**src/rtl/data_cache.sv**
```systemverilog
// Direct-mapped, write-through, no-write-allocate data cache for the MIPS memory stage.
// Stalls the pipeline during 4-word line refills and single-word write-throughs.
module data_cache #(
   parameter int unsigned LINES = 16,
   parameter int unsigned WORDS = 4
) (
   input  logic        clk,
   input  logic        reset,
   input  logic        MemWrite,
   input  logic        MemRead,
   input  logic [31:0] addr,
   input  logic [31:0] wdata,
   output logic [31:0] rdata,
   output logic        memstall,
   output logic        mem_req,
   output logic        mem_we,
   output logic [31:0] mem_addr,
   output logic [31:0] mem_wdata,
   input  logic [31:0] mem_rdata,
   input  logic        mem_ack
);

   localparam int unsigned IW = $clog2(LINES);
   localparam int unsigned TW = 28 - IW;
   localparam logic [1:0]  LAST_WORD = 2'(WORDS - 1);

   typedef enum logic [1:0] {
      IDLE,
      REFILL,
      WRITE,
      DONE
   } state_t;

   state_t             state_q, state_d;
   logic [1:0]         cnt_q, cnt_d;
   logic [LINES-1:0]   valid_q, valid_d;

   logic [TW-1:0]      tag_mem  [LINES];
   logic [31:0]        data_mem [LINES][WORDS];

   logic [IW-1:0]      idx;
   logic [TW-1:0]      tag;
   logic [1:0]         off;
   logic               hit;

   logic               data_we;
   logic [1:0]         data_word;
   logic [31:0]        data_wval;
   logic               tag_we;

   logic [1:0]         unused_addr_lsbs;

   assign idx = addr[3+IW:4];
   assign tag = addr[31:4+IW];
   assign off = addr[3:2];
   assign hit = valid_q[idx] && (tag_mem[idx] == tag);
   assign unused_addr_lsbs = addr[1:0];

   always_comb begin
      state_d   = state_q;
      cnt_d     = cnt_q;
      valid_d   = valid_q;
      data_we   = 1'b0;
      data_word = '0;
      data_wval = '0;
      tag_we    = 1'b0;
      rdata     = '0;
      memstall  = 1'b0;
      mem_req   = 1'b0;
      mem_we    = 1'b0;
      mem_addr  = '0;
      mem_wdata = '0;

      // Outputs are forced quiet while reset is held, even with a request pending.
      if (reset) begin
         unique case (state_q)
            IDLE: begin
               if (MemWrite) begin
                  memstall = 1'b1;
                  state_d  = WRITE;
               end else if (MemRead) begin
                  if (hit) begin
                     rdata = data_mem[idx][off];
                  end else begin
                     // Invalidate up front so an aborted refill never leaves a stale-tagged line.
                     memstall     = 1'b1;
                     state_d      = REFILL;
                     cnt_d        = '0;
                     valid_d[idx] = 1'b0;
                  end
               end
            end

            REFILL: begin
               memstall = 1'b1;
               mem_req  = 1'b1;
               mem_addr = {addr[31:4], cnt_q, 2'b00};
               if (mem_ack) begin
                  data_we   = 1'b1;
                  data_word = cnt_q;
                  data_wval = mem_rdata;
                  cnt_d     = cnt_q + 2'd1;
                  if (cnt_q == LAST_WORD) begin
                     tag_we       = 1'b1;
                     valid_d[idx] = 1'b1;
                     cnt_d        = '0;
                     state_d      = IDLE;
                  end
               end
            end

            WRITE: begin
               memstall  = 1'b1;
               mem_req   = 1'b1;
               mem_we    = 1'b1;
               mem_addr  = {addr[31:2], 2'b00};
               mem_wdata = wdata;
               if (mem_ack) begin
                  if (hit) begin
                     data_we   = 1'b1;
                     data_word = off;
                     data_wval = wdata;
                  end
                  state_d = DONE;
               end
            end

            DONE: begin
               state_d = IDLE;
            end

            default: begin
               state_d = IDLE;
            end
         endcase
      end
   end

   always_ff @(posedge clk or negedge reset) begin
      if (!reset) begin
         state_q <= IDLE;
         cnt_q   <= '0;
         valid_q <= '0;
      end else begin
         state_q <= state_d;
         cnt_q   <= cnt_d;
         valid_q <= valid_d;
      end
   end

   // Tag and data arrays carry no reset; the valid bits alone qualify them.
   always_ff @(posedge clk) begin
      if (data_we) begin
         data_mem[idx][data_word] <= data_wval;
      end
      if (tag_we) begin
         tag_mem[idx] <= tag;
      end
   end

endmodule

```
**config.mk**
```make
export PLATFORM = sky130hd
export DESIGN_NAME = data_cache
export DESIGN_NICKNAME = d
export VERILOG_FILES = /design/src/rtl/data_cache.sv
export SDC_FILE = /design/constraint.sdc
export NUM_CORES = 2
export LEC_CHECK = 0
export CAP_MARGIN = 20
export CORE_UTILIZATION = 50
export CTS_CLUSTER_SIZE = 8
export DETAILED_ROUTE_END_ITERATION = 10
export HOLD_SLACK_MARGIN = 0.02
export MAX_ROUTING_LAYER = met4
export PLACE_DENSITY = 0.76
export SYNTH_ARGS = -nofsm -noshare
export SYNTH_HDL_FRONTEND = slang
export SYNTH_SLANG_ARGS = --single-unit
```
**constraint.sdc**
```tcl
create_clock -name clk -period 7 [get_ports clk]
set_input_delay 1.4 -clock clk [delete_from_list [all_inputs] [get_ports clk]]
set_output_delay 1.4 -clock clk [all_outputs]
set_load 0.005 [all_outputs]
```
-- Word level (Yosys, flattened, before mapping)
Memory sizes are Yosys's and may differ from the RTL's.
Cells that the tools add are included.
Widths: inputs -> output; s select.
- $add $sub $neg: 1
- order comparisons: 5
- eq/ne operators: 13
- mux-type cells: 69
- bitwise logic cells: 5
- reduce and logical (&&, ||, !) cells: 9
- operators by type and width (operator ; count):
    $mux 32 ; 15
    $mux 128 ; 1
    $pmux 32 s2 ; 2
    $mux 16 ; 5
    $bmux 32 s2 ; 1
    $demux 32 s2 ; 1
    $pmux 16 s2 ; 1
    $mux 2 ; 15
    $eq 24x24->1 ; 1
    $mux 1 ; 21
    $and 16x16->16 ; 1
    $not 16->16 ; 1
    $or 16x16->16 ; 1
    $ne 2x2->1 const B ; 6
    $reduce_and 6->1 ; 2
    $pmux 2 s2 ; 2
    $pmux 2 s4 ; 1
    $reduce_and 7->1 ; 1
    $eq 2x2->1 const B ; 3
    $ge 3x3->1 const B ; 2
    $ne 3x3->1 const B ; 2
    $not 2->3 ; 2
    $lt 4x5->1 const B ; 1
    $bmux 1 s4 ; 1
    10 further kinds ; 13
- register bits after elaboration: 20
- bits in writable memories: 2432
- output and inout port bits: 99
- word-level logic and storage cells: 107
- memories: 2
- memories (name ; depth ; bits a word ; read ports ; clocked after Yosys merged registers in ; wr ports ; line ; RTL):
    data_mem ; 16 ; 128 ; 1 ; 0 ; 1 ; 39 ; logic [31:0] data_mem [LINES][WORDS];
    tag_mem ; 16 ; 24 ; 1 ; 0 ; 1 ; 38 ; logic [TW-1:0] tag_mem [LINES];

-- Depth between registers and ports, before layout
- depth in word-level cells: 13
- gate-level depth with buffers: 17
- mapped depth without buffers: 9

-- Least setup slack after synthesis
OpenSTA, ideal clock, no wires.
- path kind: input port to flip-flop
- start point: input addr[4]
- end point: memory data_mem[15][100] in the netlist's numbering (enable)
- library setup time: 0.502 ns
- arrival: 7.720 ns
- slack: -1.222 ns
- cell stages on the path: 15
- buffers on the path: 6
- path through: buf_6 > buf_6 > buf_4 > buf_4 > mux2i_1 > o21ai_0 > a211oi_1 > o2111ai_1 > a2111o_1 > or4b_4 > or4_1 > buf_2 > mux2i_4 > buf_6 > nor4_1
- cells in the longest elaborated chain, start to end: 13
- elaborated cells between the ends (all ways): 21
- those cells by class: order compare: 2; eq/ne: 1; mux: 14; bitwise: 1; reduce/logical: 2; memory: 1
- ends and longest elaborated chain (element ; line ; RTL):
    from (decl) ; 11 ; input logic [31:0] addr,
    $mem_v2 16x24 / $bmux 1 s4 (equally long branches) ; n/a ;
    $eq 24x24->1 / $mux 1 (equally long branches) ; 56 ; assign hit = valid_q[idx] && (tag_mem[idx] == tag);
    $logic_and 1x1->1 ; 56 ;
    $mux 2 ; 119 ; if (hit) begin
    $mux 2 ; 118 ; if (mem_ack) begin
    $pmux 2 s2 ; 76 ; unique case (state_q)
    $mux 2 ; 75 ; if (reset) begin
    $not 2->3 (not written as such) ; 154 ; data_mem[idx][data_word] <= data_wval;
    $ge 3x3->1 (not written as such) / $lt 3x1->1 (equally long branches) ; 154 ;
    $logic_and 1x1->1 (not written as such) ; 154 ;
    $mux 32 (not written as such) ; 154 ;
    $demux 32 s2 ; 154 ;
    $mux 128 (not written as such) ; 154 ;
    to (decl) ; 39 ;
Parallel ways exist; a longest one is shown, timed or not. The select of a mux whose other input is x is not followed.

-- Worst setup path after layout
- start point: input addr[6]
- end point: output rdata[31]
- cells in the longest elaborated chain, start to end: 9
- elaborated cells between the ends (all ways): 14
- those cells by class: eq/ne: 1; mux: 10; reduce/logical: 1; memory: 2
- ends and longest elaborated chain (element ; line ; RTL):
    $mem_v2 16x128 ; n/a ;
    $bmux 32 s2 ; 83 ; rdata = data_mem[idx][off];
    $mux 32 (not written as such) (2 in series) ; 83 ;
    $mux 32 * ; 82 ; if (hit) begin
    $mux 32 * ; 81 ; end else if (MemRead) begin
    $mux 32 * ; 78 ; if (MemWrite) begin
    $mux 32 * ; 76 ;
    $mux 32 * ; 75 ;
    to (decl) ; 13 ; output logic [31:0] rdata,
Mark *: on every way between the ends. The rest lies on a longest branch, timed or not. The select of a mux whose other input is x is not followed.

==> metrics.yaml <==
finalSetupViolations: 0
max_slew_margin_pct: 25.0
synth_cells: 4223
finalNetCount: 4842
syn_to_final_growth_pct: 17.7
core_area_sq_um: 191000
clk_path_buf_depth: 4
r2r-end: "data_mem[9][27]"
ios: 200
r2r-start: "tag_mem[5][21]"
slew_viol_final: 0
path_cells: "clkdlybuf4s50_1 > buf_12 > and2_1 > a22oi_1 > a21o_1 > a221oi_1 > nor2_1 > nand4bb_1 > nor3_2 > buf_4 > buf_12 > and3_1 > clkdlybuf4s50_1"
die_y_um: 441
grt_usage_pct: 28.3
yosys_warnings: 0
synth_top_area_cell: "edfxtp_1"
synth.cell_area_sq_um: 96200
synth_top_area_share_pct: 75.9
grt_max_degree: 104
clk_latency_ns: 0.96
setup_ws_ns: 0.0321
synth.top_cells.by_area: "edfxtp_1, mux4_2, mux2i_1, clkbuf_1, dfrtp_1"
drt_pass1_iterations: 6
gp_congestion: 0.883
cp_slowest_cell: "and2_1"
fillers: 12375
wire_per_inst_um: 36.3
outcome: "complete, no violations"
grt_pass1_wl_mm: 375
r2r_cells: 12
synth.distinct_cells: 68
vias: 49322
tightest_slew_ns: 1.12
ys_async_sr_fraction_pct: 0.816
dp_slack_ns: 0.195
post-route-min-period_ns: 6.97
start_kind: "primary input"
routed_wirelength_mm: 265
vdd_drop_max_v: 0.000285
die_area_sq_um: 194000
ant_nets: 0
synth_seq_area_share_pct: 76.4
fmax_ghz: 0.144
cts_tree: "yes"
hold_path.class: "reg2reg"
cp_data_arrival_time_ns: 5.57
portBuffers: 195
slowest_delay_ns: 0.56
clock_skew_ns: 0.0867
p_leak_nw: 36.5
post-route-drc-count: 0
cts_setup_buffers: 0
crit_path_start: "addr[6]"
path_clk_slew_ns: 0.05
synth-seq-cells: 2452
endpoint_kind: "primary output"
rsz0062_at_grt: "no"
dpl.hpwl_mm: 130
finish.utilization_pct: 59.4
ys.flop_type: "edfxtp_1"
drive_gt1_share_pct: 30.8
rrSetupSlack_ns: 1.82
avgViaCountPerCell: 6.76
cts.sink_count: 2452
min_path_cells: 2
cts_buffers: 356
post-route-period-util_pct: 99.5
powerDensity_nw_per_um2: 296
grt_overflow_total: 0
synth-edff-count: 2432
avgSynthCellArea_sq_um: 22.8
grt_pass1_vias: 50944
num_rows: 160
h-tree-depth: 5
path_class: "in2out"
die-width_um: 441
path_max_fanout: 25
required_ns: 5.60
clock-root-buffer: "clkbuf_16"
maxCapViolCount: 0
antenna_found_initial: 24
finalHoldViolations: 0
first_iter_violations: 7708
initial_core_util_pct: 50.5
through the flow:
step                      setup TNS (ns)  total power, mW  cell area (sq um)  std cells  hold slack [ns]
final                                  0             33.5             113000       7291            0.521
after global routing                   0             34.2             113000       7289            0.546
after CTS                              0             33.6             113000       7277            0.518
after detailed placement               0             18.8             104000       6888            0.505
after global placement                 0             18.8             104000       6887            0.498
after floorplan                  -631.30             17.8              96300       4224            0.479
layout make-up:
type	count	area (sq um)	area share [%]
diodes	13	32.5	0.0287
clock buffers	377	9030	7.97
repair buffers	406	4950	4.37
clock inverters	12	135	0.119
multi-input cells	1477	22300	19.7
inverters	43	169	0.149
well taps	2511	3140	2.77
flip-flops and latches	2452	73500	64.9
power breakdown:
part,total (mW),leakage (nW),internal [mW],switching [mW]
sequential,16.3,22.8,16.2,0.0450
clock,14.9,4.50,8.96,5.92
combinational,2.37,9.11,0.889,1.48
total,33.5,36.5,26.1,7.44
worst max-delay path: cells and delay by family:
| family | cells | cell delay, ns |
|---|---|---|
| and+or+nand+nor | 5 | 1.64 |
| buffers and inverters | 5 | 1.68 |
| AOI/OAI and AO/OA | 3 | 0.79 |
logic make-up after synthesis:
logic type,share of synthesized area (%)
flops,76.4
mux,18.4
simple gates,2.21
buf+inv,1.28
compound gates,1.51
xor+xnor,0.0910
fa+ha+maj,0.0650
other cells,0.00390
cells in the mapped netlist, types with 17 or more instances:
cell      count
a211oi_1     18
a21oi_1      17
a22oi_1      31
and2_1       22
and3_1       67
buf_1        49
buf_2        17
clkbuf_1    168
dfrtp_1      20
edfxtp_1   2432
inv_1        42
mux2_2       21
mux2i_1      85
mux4_2      732
nand2_1     106
nand3_1      21
nor2_1       67
nor3_1       61
nor4_1       36
o21a_1       33
registers in the layout, indices dropped and copies added, names as in the netlist, named ones only:
| name | count |
|---|---|
| cnt_q | 2 |
| data_mem | 2048 |
| tag_mem | 384 |
| state_q | 2 |
routing by layer:
metal	share of wire (%)	wire [um]	global-route usage, %
met1	34	89600	34.5
met2	50	133000	44.9
met3	11	29900	6.94
met4	4.8	12700	12.6
met5	0	0	-
worst max path at each step:
| stage | endpoint | slack [ns] | cells after the start |
|---|---|---|---|
| after floorplan | data_mem[15][100] | -1.22 | 15 |
| after global placement | rdata[25] | 0.23 | 14 |
| after detailed placement | rdata[26] | 0.20 | 14 |
| after CTS | rdata[31] | 0.1 | 14 |
| after global routing | rdata[4] | 0.01 | 13 |
| final | rdata[31] | 0.03 | 13 |
placed cells by master, fill, tap and decap left out, types with 22 or more instances in the layout:
master	synthesis	layout
buf_12	0	111
buf_4	11	98
nor3_1	61	28
o21a_1	33	33
inv_1	42	41
clkdlybuf4s50_1	0	189
a22oi_1	31	30
nor2_4	0	36
and3_1	67	67
edfxtp_1	2432	2432
mux2i_1	85	85
nor2_1	67	23
nor3_2	0	33
and2_1	22	22
nand2_1	106	104
clkbuf_16	0	358
mux4_2	732	732
repair_timing:
action | in CTS | in global routing
resized for setup | 0 | 2
hold buffers | 0 | 0
setup endpoints to repair | 0 | 32
No activity file was read; power rests on OpenSTA's default activity.
